`config.mk`:
```
export PLATFORM = sky130hd
export DESIGN_NAME = ctrl_unit_pipe
export DESIGN_NICKNAME = d
export VERILOG_FILES = /design/src/rtl/ctrl_unit_pipe.sv
export SDC_FILE = /design/constraint.sdc
export NUM_CORES = 1
export LEC_CHECK = 0
export CAP_MARGIN = 20
export CELL_PAD_IN_SITES_DETAIL_PLACEMENT = 0
export CELL_PAD_IN_SITES_GLOBAL_PLACEMENT = 1
export CORE_MARGIN = 2
export CORE_UTILIZATION = 35
export CTS_CLUSTER_DIAMETER = 40
export DETAILED_ROUTE_END_ITERATION = 7
export PLACE_DENSITY_LB_ADDON = 0.3
export RECOVER_POWER = 100
export SLEW_MARGIN = 5
export SYNTH_ARGS = -nofsm -noshare
export SYNTH_HDL_FRONTEND = slang
export SYNTH_SLANG_ARGS = --single-unit
```
`constraint.sdc`:
```
create_clock -name CLOCK -period 4.8 [get_ports CLOCK]
set_input_delay 0.96 -clock CLOCK [delete_from_list [all_inputs] [get_ports CLOCK]]
set_output_delay 0.96 -clock CLOCK [all_outputs]
set_load 0.02 [all_outputs]
```
`src/rtl/ctrl_unit_pipe.sv`:
```
// rtl/ctrl_unit_pipe.sv - ID-stage control unit with stall/flush/halt sequencing and WB control pipe
module ctrl_unit_pipe #(
   parameter int IW        = 16,
   parameter int WB_DEPTH  = 3,
   parameter int STALL_CYC = 1,
   parameter int FLUSH_CYC = 2
) (
   input  logic          CLOCK,
   input  logic          in_rst,
   input  logic [IW-1:0] in_buf,
   input  logic          in_valid,
   input  logic          in_hz,
   input  logic          in_br_taken,
   output logic [IW-1:0] out_ex,
   output logic          out_ex_valid,
   output logic [1:0]    out_reg_write,
   output logic [3:0]    out_alu_op,
   output logic          out_mem_rd,
   output logic          out_mem_wr,
   output logic          out_and,
   output logic          out_pc_src,
   output logic          out_stall,
   output logic          out_halt,
   output logic [1:0]    out_wb_reg_write,
   output logic          out_wb_valid
);

   localparam logic [3:0] OP_RALU = 4'b0000;
   localparam logic [3:0] OP_LW   = 4'b0100;
   localparam logic [3:0] OP_SW   = 4'b0101;
   localparam logic [3:0] OP_ADDI = 4'b0110;
   localparam logic [3:0] OP_BNE  = 4'b1000;
   localparam logic [3:0] OP_BEQ  = 4'b1100;
   localparam logic [3:0] OP_HALT = 4'b1110;

   localparam logic [3:0] STALL_LOAD = 4'(STALL_CYC - 1);
   localparam logic [3:0] FLUSH_LOAD = 4'(FLUSH_CYC - 1);

   typedef enum logic [1:0] {
      S_RUN   = 2'd0,
      S_STALL = 2'd1,
      S_FLUSH = 2'd2,
      S_HALT  = 2'd3
   } state_t;

   logic [3:0] opcode;
   logic [3:0] funct;

   assign opcode = in_buf[IW-1:IW-4];
   assign funct  = in_buf[3:0];

   // Decoded control word for the instruction currently in IF/ID
   logic       dec_ok;
   logic [1:0] dec_rw;
   logic [3:0] dec_alu;
   logic       dec_rd;
   logic       dec_wr;
   logic       dec_and;

   // Opcode decode; unknown opcodes (and HALT, handled by the sequencer) yield no control word
   always_comb begin
      dec_ok  = 1'b0;
      dec_rw  = 2'b00;
      dec_alu = 4'b0000;
      dec_rd  = 1'b0;
      dec_wr  = 1'b0;
      dec_and = 1'b0;
      case (opcode)
         OP_RALU: begin
            dec_ok  = 1'b1;
            dec_rw  = (funct == 4'b0100 || funct == 4'b0101) ? 2'b10 : 2'b01;
            dec_alu = funct;
         end
         OP_LW: begin
            dec_ok = 1'b1;
            dec_rw = 2'b01;
            dec_rd = 1'b1;
         end
         OP_SW: begin
            dec_ok = 1'b1;
            dec_wr = 1'b1;
         end
         OP_ADDI: begin
            dec_ok = 1'b1;
            dec_rw = 2'b01;
         end
         OP_BEQ, OP_BNE: begin
            dec_ok  = 1'b1;
            dec_and = 1'b1;
            dec_alu = 4'b0001;
         end
         default: dec_ok = 1'b0;
      endcase
   end

   state_t     state_q, state_d;
   logic [3:0] cnt_q, cnt_d;

   logic [IW-1:0] ex_q, ex_d;
   logic          ex_valid_q, ex_valid_d;
   logic [1:0]    reg_write_q, reg_write_d;
   logic [3:0]    alu_op_q, alu_op_d;
   logic          mem_rd_q, mem_rd_d;
   logic          mem_wr_q, mem_wr_d;
   logic          and_q, and_d;
   logic          pc_src_q, pc_src_d;
   logic          stall_q, stall_d;
   logic          halt_q, halt_d;

   // Sequencer next state: every output defaults to a bubble, branch beats hazard beats HALT
   always_comb begin
      state_d     = state_q;
      cnt_d       = cnt_q;
      ex_d        = '0;
      ex_valid_d  = 1'b0;
      reg_write_d = 2'b00;
      alu_op_d    = 4'b0000;
      mem_rd_d    = 1'b0;
      mem_wr_d    = 1'b0;
      and_d       = 1'b0;
      pc_src_d    = 1'b0;
      stall_d     = 1'b0;
      halt_d      = 1'b0;

      if (state_q == S_HALT) begin
         // Only an older branch resolving in EX can pull the pipe out of HALT
         if (in_br_taken) begin
            state_d  = S_FLUSH;
            cnt_d    = FLUSH_LOAD;
            pc_src_d = 1'b1;
         end else begin
            stall_d = 1'b1;
            halt_d  = 1'b1;
         end
      end else if (state_q == S_STALL && cnt_q != 4'd0) begin
         if (in_br_taken) begin
            state_d  = S_FLUSH;
            cnt_d    = FLUSH_LOAD;
            pc_src_d = 1'b1;
         end else begin
            stall_d = 1'b1;
            cnt_d   = cnt_q - 4'd1;
         end
      end else if (state_q == S_FLUSH && cnt_q != 4'd0) begin
         // IF is refetching the target: no stall, hazards are meaningless here
         cnt_d = cnt_q - 4'd1;
      end else begin
         // RUN, or the last bubble of STALL/FLUSH: this edge already issues
         if (in_br_taken) begin
            state_d  = S_FLUSH;
            cnt_d    = FLUSH_LOAD;
            pc_src_d = 1'b1;
         end else if (in_hz) begin
            state_d = S_STALL;
            cnt_d   = STALL_LOAD;
            stall_d = 1'b1;
         end else if (in_valid && opcode == OP_HALT) begin
            state_d = S_HALT;
            cnt_d   = 4'd0;
            stall_d = 1'b1;
            halt_d  = 1'b1;
         end else begin
            state_d = S_RUN;
            cnt_d   = 4'd0;
            if (in_valid && dec_ok) begin
               ex_d        = in_buf;
               ex_valid_d  = 1'b1;
               reg_write_d = dec_rw;
               alu_op_d    = dec_alu;
               mem_rd_d    = dec_rd;
               mem_wr_d    = dec_wr;
               and_d       = dec_and;
            end
         end
      end
   end

   // State, counter and the registered ID/EX control word
   always_ff @(posedge CLOCK or negedge in_rst) begin
      if (!in_rst) begin
         state_q     <= S_RUN;
         cnt_q       <= 4'd0;
         ex_q        <= '0;
         ex_valid_q  <= 1'b0;
         reg_write_q <= 2'b00;
         alu_op_q    <= 4'b0000;
         mem_rd_q    <= 1'b0;
         mem_wr_q    <= 1'b0;
         and_q       <= 1'b0;
         pc_src_q    <= 1'b0;
         stall_q     <= 1'b0;
         halt_q      <= 1'b0;
      end else begin
         state_q     <= state_d;
         cnt_q       <= cnt_d;
         ex_q        <= ex_d;
         ex_valid_q  <= ex_valid_d;
         reg_write_q <= reg_write_d;
         alu_op_q    <= alu_op_d;
         mem_rd_q    <= mem_rd_d;
         mem_wr_q    <= mem_wr_d;
         and_q       <= and_d;
         pc_src_q    <= pc_src_d;
         stall_q     <= stall_d;
         halt_q      <= halt_d;
      end
   end

   logic [2:0] wb_q [WB_DEPTH];

   // Write-back control shift pipe; free-running so bubbles flow through as zeros
   always_ff @(posedge CLOCK or negedge in_rst) begin
      if (!in_rst) begin
         for (int i = 0; i < WB_DEPTH; i++) begin
            wb_q[i] <= 3'b000;
         end
      end else begin
         wb_q[0] <= {reg_write_q, ex_valid_q};
         for (int i = 1; i < WB_DEPTH; i++) begin
            wb_q[i] <= wb_q[i-1];
         end
      end
   end

   assign out_ex           = ex_q;
   assign out_ex_valid     = ex_valid_q;
   assign out_reg_write    = reg_write_q;
   assign out_alu_op       = alu_op_q;
   assign out_mem_rd       = mem_rd_q;
   assign out_mem_wr       = mem_wr_q;
   assign out_and          = and_q;
   assign out_pc_src       = pc_src_q;
   assign out_stall        = stall_q;
   assign out_halt         = halt_q;
   assign out_wb_reg_write = wb_q[WB_DEPTH-1][2:1];
   assign out_wb_valid     = wb_q[WB_DEPTH-1][0];

endmodule

```
Yosys cells after proc, flatten, opt, wreduce, memory -nomap -nowiden
Cells that the tools add are included.
{ "word_totals": {"register_bits": 44, "word_cells": 124, "out_inout_bits": 32, "input_bits": 21} }
{ "classes": {"n_addsub": 1, "n_eq_ne": 13, "n_reduce_logical": 10, "n_mux": 85} }
{ "op_table": {"columns": ["cell", "count"], "rows": [
  ["16-bit 2-to-1 mux", 7],
  ["1-bit 2-to-1 mux", 49],
  ["4-bit 2-to-1 mux", 12],
  ["2-bit 2-to-1 mux", 15],
  ["4-bit by 3-bit equality test with 1-bit output (second input constant)", 5],
  ["4-bit equality test (second input constant)", 3],
  ["4-bit one-hot mux with 2 select lines", 1],
  ["6-bit OR reduction", 1],
  ["2-bit equality test (second input constant)", 2],
  ["1-bit logical AND", 4],
  ["4-bit zero test", 1],
  ["2-bit one-hot mux with 2 select lines", 1],
  ["4-bit nonzero test", 1],
  ["2-bit OR reduction", 2],
  ["4-bit by 1-bit subtractor with 4-bit output (second input constant)", 1],
  ["3-bit != test (second input constant)", 1],
  ["2-bit by 1-bit equality test with 1-bit output (second input constant)", 1],
  ["2-bit != test (second input constant)", 1],
  ["1-bit logical OR", 1]
]} }

Logic depth before layout (Yosys ltp)
Gate-level depths: netlist of the first run.
{ "depth": {"depth_word": 11, "mapped_depth": 7, "ltp_nobuf": 6} }

Least setup slack after synthesis of the first run
OpenSTA, ideal clock, no wires.
{ "synth_timing": {"path_type": "input port to flip-flop", "start": "input port in_hz", "end": "register reg_write_q[0], in the netlist out_reg_write[0]", "arrival_time_ns": 2.141, "setup_slack_ns": 2.563, "required_time_ns": 4.704, "path_stages": 4, "path_buffers": 0, "setup_time_ns": 0.096, "cell_sequence": "or3b_2 -> a221o_1 -> a21o_1 -> nor4_2"} }
{ "synth_via": {"elab_chain_len": 5} }
{ "synth_lines": {"columns": ["element", "line", "source"], "rows": [
  ["from (decl)", "12", "input logic in_hz,"],
  ["2-bit 2-to-1 mux", "153", "end else if (in_hz) begin"],
  ["2-bit 2-to-1 mux", "149", "if (in_br_taken) begin"],
  ["2-bit 2-to-1 mux", "144", "end else if (state_q == S_FLUSH && cnt_q != 4'd0) begin"],
  ["2-bit 2-to-1 mux", "135", "end else if (state_q == S_STALL && cnt_q != 4'd0) begin"],
  ["2-bit 2-to-1 mux", "125", "if (state_q == S_HALT) begin"],
  ["net reg_write_d[0]", "101", "logic [1:0] reg_write_q, reg_write_d;"],
  ["to (signal assigned)", "198", "reg_write_q <= reg_write_d;"],
  ["to (decl)", "101", null]
]} }
The timed path passes the listed nets, and every way through them passes these cells.
A chain may end at the register's enable or synchronous reset.

Worst setup path after layout of the first run
{ "layout_timing": {"start": "input port in_br_taken", "end": "register alu_op_q[3], in the netlist out_alu_op[3]"} }
{ "layout_via": {"elab_chain_len": 4} }
{ "layout_lines": {"columns": ["element", "line", "source"], "rows": [
  ["from (decl)", "13", "input logic in_br_taken,"],
  ["4-bit 2-to-1 mux", "149", null],
  ["4-bit 2-to-1 mux", "144", null],
  ["4-bit 2-to-1 mux", "135", null],
  ["4-bit 2-to-1 mux", "125", null],
  ["net alu_op_d[3]", "102", "logic [3:0] alu_op_q, alu_op_d;"],
  ["to (signal assigned)", "199", "alu_op_q <= alu_op_d;"],
  ["to (decl)", "102", null]
]} }
The timed path passes the listed nets, and every way through them passes these cells.

==> flow_metrics.tcl, run 1 <==
set metrics [dict create \
    track_usage_pct 14.03 \
    setup_violations 0 \
    grt_pass1_vias 1179 \
    crit_family "simple AND/OR/NAND/NOR gates" \
    ant_nets 0 \
    cts_htree_levels 2 \
    max-cap-violations 1 \
    synth_top_area_share_pct 64.71 \
    clock_latency_ns 0.29 \
    avgSynthCellArea_um2 12.42 \
    post_cts_resize_count 0 \
    core-area_um2 4692 \
    post-cts-setup-buffers 0 \
    relSlewSlack_pct -50.28 \
    crit_fanout 19 \
    grt_max_degree 45 \
    cp-end-kind "register" \
    vias 1184 \
    required_ns 5.03 \
    violations "capacitance limit, slew limit" \
    hold_violations 0 \
    tns_ns 0 \
    wl_per_cell_um 14.05 \
    drt-total-wl_um 3429 \
    min_path_type "reg -> reg" \
    cp-start-kind "primary input" \
    syn-cell-area_um2 1702 \
    fmax_mhz 309.1 \
    cts_tree "done" \
    die_w_um 73.73 \
    worstMarginPinSlew_ns 2.254 \
    gp_congestion 0.8253 \
    synth_nets 160 \
    initial_core_util_pct 36.27 \
    port-buffer-count 52 \
    synth_cell_type_count 37 \
    postCtsHoldBufs 0 \
    drt-initial-drc-count 59 \
    p_leak_nw 1.151 \
    io_pins 53 \
    rsz0062_at_grt "no" \
    ys_ff_latch 44 \
    critical_path_class "in -> reg" \
    synthArstFlopShare_pct 100.0 \
    cts_buffers 5 \
    ys_warn_count 0 \
    synth.area.top_cells "dfrtp_1, and2_1, nor3b_1, nor3_1, nand2_1" \
    finish.utilization_pct 49.95 \
    clockRootBuffer "clkbuf_8" \
    final_cell_mix "dfrtp_1, dlygate4sd3_1, clkdlybuf4s50_1" \
    slowest_stage "nor2_1" \
    grt.overflow.total 0 \
    power_density_nw_per_um2 420.6 \
    vdd_drop_max_mv 0.2800 \
    final_common_cell "dfrtp_1" \
    cts_sinks 44 \
    drive_gt1_share_pct 5.789 \
    arrival_ns 3.47 \
    grt_pass1_wl_um 5664 \
    clk_pin_slew_ns 0.08 \
    period_share_pct 67.41 \
    pre_cts_slack_ns 1.774 \
    netlist_instances 137 \
    report.final.slew_viol_count 45 \
    synth_flop_cell "dfrtp_1" \
    status "finished, violations left" \
    die_h_um 73.73 \
    ys_seq_area_share_pct 64.71 \
    regArea_um2 1101 \
    drtPass1Iterations 4 \
    dp_hpwl_um 2471 \
    synth_edf_count 0 \
    finalNetCount 212 \
    dieArea_um2 5435 \
    antenna_found_initial 0 \
    route.detailed.drc 0 \
    synth_top_cell_by_area "dfrtp_1" \
    fill_cells 397 \
    cp_num_buf_inv 1 \
    vias_per_cell 4.852 \
    crit_chain "dlygate4sd3_1, or3b_2, a221o_1, nor2_1, and3_1" \
    clock-skew-final_ns 0.008002 \
    max_stage_delay_ns 0.75 \
    n_antenna_cell 0 \
    period_needed_ns 3.236 \
    rows 25 \
    area_growth_pct 37.72 \
    clk_path_buf_depth 2 \
    multi_input_area_um2 534.3 \
    finalWorstSetupSlack_ns 1.564 \
]
per-stage QoR:
step,instance area [um^2],hold slack [ns],instances,power [W]
2_1_floorplan,1702,0.3312,137,0.0006251
3_3_place_gp,2243,0.3323,236,0.0007094
3_5_place_dp,2243,0.3347,236,0.0007137
4_1_cts,2359,0.3546,244,0.001006
5_1_grt,2344,0.3690,244,0.001058
6_report,2344,0.3536,244,0.0009857
cell families after synthesis:
kind of cell / count (synthesis) / share of synthesized area (%)
fa+ha+maj: 2 / 1.470
simple gates: 59 / 21.76
compound gates: 21 / 8.455
flops: 44 / 64.71
buf+inv: 10 / 3.088
xor+xnor: 1 / 0.5148
path summary, 6_finish.rpt:
check                                startpoint                             to  slack, ns  cells past startpoint
min in group asynchronous                in_rst  out_wb_reg_write[1]$_DFF_PN0_       1.33                      1
max reg2reg                cnt_q[0]$_DFFE_PN0P_        out_alu_op[3]$_DFF_PN0_       2.12                      6
max in group asynchronous                in_rst            out_ex[7]$_DFF_PN0_       2.19                      1
min                           wb_q[8]$_DFF_PN0_              wb_q[5]$_DFF_PN0_       0.35                      0
max                                 in_br_taken        out_alu_op[3]$_DFF_PN0_       1.56                      5
min reg2reg                   wb_q[8]$_DFF_PN0_              wb_q[5]$_DFF_PN0_       0.35                      0
layer usage:
metal,GRT usage [%],vias to the layer above,wire [um]
met1,19.17,562,1568
li1,-,580,-
met5,0,-,0
met4,5.455,0,55
met2,21.03,36,1652
met3,4.115,6,154
flip-flops by register name (all words and copies together), names as in the netlist:
register / count
out_ex: 16
wb_q: 6
cnt_q: 4
out_alu_op: 4
out_reg_write: 2
out_wb_reg_write: 2
state_q: 2
out_and: 1
out_ex_valid: 1
out_halt: 1
out_mem_rd: 1
out_mem_wr: 1
out_pc_src: 1
out_stall: 1
out_wb_valid: 1
worst register-to-register path, cell delays in order, from the launching register on:
cell and delay (ns):
dfrtp_1 0.42, inv_1 0.11, ha_1 0.21, or3b_4 0.42, a221o_1 0.40, nor2_1 0.75, and3_1 0.28
layout make-up:
type | count | share of cell area [%]
Clock buffer | 5 | 2.936
Timing Repair Buffer | 52 | 21.94
Tap cell | 54 | 2.883
Inverter | 3 | 0.4805
Multi-Input combinational cell | 83 | 22.80
Clock inverter | 3 | 1.975
Sequential cell | 44 | 46.98
power by group:
part / internal, W / leakage, nW / switching, W
logic: 0.000117 / 0.494 / 0.000133
clock network: 0.000157 / 0.0548 / 0.000130
registers: 0.000406 / 0.603 / 0.0000435
total: 0.000680 / 1.15 / 0.000306
cells in the mapped netlist, types with 2 or more instances:
library cell / number
nor3b_1: 6
nor3_1: 7
and3_1: 4
a31oi_1: 2
inv_1: 3
or3b_2: 2
nand2b_1: 2
o31ai_1: 2
dfrtp_1: 44
or3_1: 2
buf_4: 2
ha_1: 2
o21ai_0: 5
a21oi_1: 3
nand2_1: 7
nor2_1: 5
and2_1: 15
clkbuf_1: 4
a21o_1: 2
(Power assumes the default switching activity.)
==> run 2: changes to the inputs <==
Settings changed: CORE_UTILIZATION 35 to 32.
Clock period 4.8 ns to 2.8 ns, I/O delays scaled along.
==> flow_metrics.tcl, run 2 (same netlist as run 1, synthesis figures left out) <==
set metrics [dict create \
    worstMarginPinSlew_ns 1.027 \
    min_to "wb_q[4]$_DFF_PN0_" \
    required_ns 3.00 \
    gr-usage-met3_pct 4.353 \
    cts_buffers 5 \
    arrival_ns 2.42 \
    min_path_cells 0 \
    crit_fanout 6 \
    final_common_cell "dfrtp_1" \
    drt-total-wl_um 3533 \
    regToRegSetupSlack_ns 0.58 \
    relSlewSlack_pct 31.54 \
    final_cell_mix "dfrtp_1, dlygate4sd3_1, clkdlybuf4s50_1" \
    grt_pass1_vias 1250 \
    die_h_um 76.92 \
    grt_max_degree 45 \
    status "finished clean" \
    min_path_type "reg -> reg" \
    core-area_um2 5107 \
    io_pins 53 \
    area_growth_pct 39.93 \
    vdd_drop_max_mv 0.3441 \
    rsz0062_at_grt "no" \
    dp_hpwl_um 2591 \
    drtPass1Iterations 4 \
    post-cts-setup-buffers 0 \
    cp-start-kind "register" \
    track_usage_pct 13.12 \
    finalNetCount 218 \
    rr_endpoint "out_reg_write[0]$_DFF_PN0_" \
    cts_sinks 44 \
    reg2reg_depth 6 \
    ant_nets 0 \
    initial_core_util_pct 33.32 \
    n_antenna_cell 0 \
    cts_htree_levels 2 \
    vias_per_cell 4.568 \
    postCtsHoldBufs 0 \
    grt.overflow.total 0 \
    wl_per_cell_um 13.28 \
    clockRootBuffer "clkbuf_8" \
    grt_util_met2_pct 20.96 \
    rows 26 \
    cts_tree "done" \
    report.final.slew_viol_count 0 \
    clock_latency_ns 0.30 \
    setup_violations 0 \
    period_needed_ns 2.219 \
    use_met1_pct 16.31 \
    antenna_found_initial 0 \
    die_w_um 76.92 \
    largest_reg_flops 16 \
    drt-initial-drc-count 82 \
    cp-end-kind "register" \
    route.detailed.drc 0 \
    grt_pass1_wl_um 6099 \
    grt-busiest-layer "met2" \
    clock-skew-final_ns 0.007214 \
    clk_path_buf_depth 2 \
    port-buffer-count 52 \
    r2r_start "cnt_q[0]$_DFFE_PN0P_" \
    power_density_nw_per_um2 676.6 \
    tns_ns 0 \
    dieArea_um2 5917 \
    p_leak_nw 1.175 \
    hold_start "wb_q[7]$_DFF_PN0_" \
    max-cap-violations 0 \
    p_total_w 0.001611 \
    stdcell_count 266 \
    critical_path_class "reg -> reg" \
    hold_violations 0 \
    gp_congestion 0.7808 \
    vias 1215 \
    drive_gt1_share_pct 7.653 \
    period_share_pct 79.24 \
    clk_pin_slew_ns 0.08 \
    post_cts_resize_count 0 \
    dp.cells 258 \
    fmax_mhz 450.7 \
]
-- run 2: critical path, cell delays in order (launching register included) --
cell and delay (ns):
dfrtp_1 0.42, inv_1 0.12, ha_1 0.21, or3b_1 0.43
a221o_1 0.44, a21o_1 0.24, nor4_1 0.26
-- run 2: layout make-up --
class,instances,area [um^2]
tap,70,87.58
timing repair buffer,58,549.3
sequential,44,1101
clock inverter,2,10.01
fill,482,2726
clock buffer,6,82.58
inverter,3,11.26
multi-input combinational,83,539.3
-- run 2: where the power goes --
| group | switching (W) | internal [W] |
|---|---|---|
| Combinational | 0.000236 | 0.000200 |
| Clock | 0.000207 | 0.000197 |
| Sequential | 0.0000764 | 0.000696 |
-- run 2: worst max path at each step --
stage	from	to	slack, ns	depth (start not counted)
finish	cnt_q[0]$_DFFE_PN0P_	out_reg_write[0]$_DFF_PN0_	0.58	6
floorplan	cnt_q[0]$_DFFE_PN0P_	out_reg_write[0]$_DFF_PN0_	0.85	6
global placement	in_valid	out_reg_write[1]$_DFF_PN0_	0.40	5
CTS	cnt_q[0]$_DFFE_PN0P_	out_alu_op[2]$_DFF_PN0_	0.61	6
global route	cnt_q[0]$_DFFE_PN0P_	out_alu_op[1]$_DFF_PN0_	0.45	6
detailed placement	in_valid	out_alu_op[1]$_DFF_PN0_	0.33	5
-- run 2: routing by layer --
| layer | vias up | wire length [um] |
|---|---|---|
| met3 | 6 | 233 |
| met5 | - | 0 |
| met4 | 0 | 47 |
| li1 | 591 | - |
| met1 | 578 | 1534 |
| met2 | 40 | 1717 |
-- run 2: metrics by stage --
| step | utilization (%) | hold slack [ns] | cell area (um^2) | setup WS (ns) |
|---|---|---|---|---|
| after global placement | 45.20 | 0.3331 | 2308 | 0.3971 |
| after detailed placement | 45.20 | 0.3347 | 2308 | 0.3330 |
| final | 46.62 | 0.3498 | 2381 | 0.5812 |
| after global routing | 46.62 | 0.3614 | 2381 | 0.4453 |
| after CTS | 47.01 | 0.3528 | 2401 | 0.6089 |
| after floorplan | - | 0.2644 | 1702 | 0.8497 |
==> RTL edit: new RTL, config.mk and constraints of run 2 <==
`IW`: 16 -> 18.
--- a/src/rtl/ctrl_unit_pipe.sv
+++ b/src/rtl/ctrl_unit_pipe.sv
@@ -1,6 +1,6 @@
 // rtl/ctrl_unit_pipe.sv - ID-stage control unit with stall/flush/halt sequencing and WB control pipe
 module ctrl_unit_pipe #(
-   parameter int IW        = 16,
+   parameter int IW        = 18,
    parameter int WB_DEPTH  = 3,
    parameter int STALL_CYC = 1,
    parameter int FLUSH_CYC = 2
Ports: changed (resized in_buf and out_ex); port bits go from 53 to 57. The function was not compared with the original's and may differ.
==> RTL edit against run 2 <==
Worst setup slack improved by 35 ps; design area increased by 5.7%; synthesized area increased by 3.2%; sequential power increased by 3.6%; routed wire length increased by 3.6%; sequential cell count increased by 2; global-route usage decreased by 0.37 points; fmax increased by 1.6%; power increased by 7.0%; highest routed layer unchanged.
==> RTL edit: results (changes against run 2) <==
status finished, final reports clean; arrival time at the worst endpoint 2370 ps (-50 ps); synthesis warning total 0 (unchanged); Largest register FFs 18 (+2); synth cell count leaders dfrtp_1 (46), and2_1 (17), nand2_1 (7), nor3_1 (7); Hold Crit Class reg2reg; worst reg-to-reg setup slack 620 ps (+40 ps); Port Buffers 56 (+7.7%); fraction of layout cells with a size suffix above 1 0.0686 (-0.00790); P_sw 0.000526 W (+1.4%); register area share after synthesis 0.655 (+0.00821); Worst-Skew Late Latency 300 ps (about the same); Vias/cell 4.65 (+1.7%); Final Wtd Congestion 0.759 (-2.7%); Final Skew 7.37 ps (+0.156 ps); top post-synthesis cells by area dfrtp_1 (66%), and2_1 (6.1%), nor3b_1 (2.6%); peak supply drop 0.411 mV (+19%); leakage 1.24 nW (+5.5%); slowest cell on the critical path or3b_1; setup bufs post-CTS 0 (unchanged); Synth Net Count 167 (+4.4%); All-Layer GR Usage 0.128 (-0.00365); dpl hpwl 2580 um (-0.48%); vias in the first global route 1238 (-0.96%); pin count of the biggest net entering global routing 47 (+4.4%); post-CTS resize count 0 (unchanged); relative slew slack 0.127 (-0.188); nets 228 (+4.6%); routed wire length 3660 um (+3.6%); hold path start wb_q[4]; first-pass GRT wire length 6110 um (+0.23%); Iter 0 DRT Violations 65 (-21%)
[RTL edit: final cells by class]
class | count | area [um^2]
Fill cell | 497 | 2690
Sequential cell | 46 | 1150
Timing Repair Buffer | 62 | 612
Multi-Input combinational cell | 85 | 546
Tap cell | 70 | 87.6
Clock buffer | 6 | 72.6
Clock inverter | 2 | 37.5
Inverter | 3 | 11.3
[RTL edit: cells by family after synthesis]
| group | after synthesis | share of synthesized area |
|---|---|---|
| adder cells (fa/ha/maj) | 2 | 0.0142 |
| flip-flops | 46 | 0.655 |
| AND/OR/NAND/NOR | 61 | 0.214 |
| buffers and inverters | 11 | 0.0292 |
| AO/OA/AOI/OAI | 21 | 0.0826 |
| XOR/XNOR | 1 | 0.00499 |
[RTL edit: stage by stage]
stage	hold slack (ps)	setup WS, ps	instance area [um^2]	instances	power (W)
detailed placement	335	413	2400	265	0.00128
global placement	333	423	2400	265	0.00126
CTS	353	671	2510	273	0.00176
global route	357	499	2520	274	0.00184
finish	352	616	2520	274	0.00172
floorplan	264	883	1760	142	0.00110
[RTL edit: how the worst min path moves through the flow]
stage,end,slack (ps),cells after the start
3_5_place_dp,out_wb_reg_write[0],330,0
3_3_place_gp,wb_q[5],330,0
2_1_floorplan,cnt_q[0],260,0
6_report,out_wb_reg_write[0],350,0
4_1_cts,out_wb_reg_write[0],350,0
5_1_grt,out_wb_reg_write[0],360,0
[RTL edit: per-layer routing]
layer  global-route usage  wire [um]  vias up
met4               0.0474         60        0
li1                     -          -      615
met5                    0          0        -
met3               0.0368        211        7
met2                0.191       1760       37
met1                0.176       1630      614
[RTL edit: critical path, delay by kind of cell, from the launching register on]
| family | cells | cell delay [ps] |
|---|---|---|
| buf+inv | 1 | 110 |
| compound gates | 2 | 650 |
| fa+ha+maj | 1 | 220 |
| simple gates | 2 | 690 |
| flops | 1 | 410 |
[RTL edit: power groups by stage]
stage	combinational, W	sequential (W)	clock, W
after global placement	0.000453	0.000810	0
after floorplan	0.000294	0.000805	0
after detailed placement	0.000462	0.000814	0
final	0.000439	0.000800	0.000484
after global routing	0.000500	0.000813	0.000525
after CTS	0.000466	0.000801	0.000498
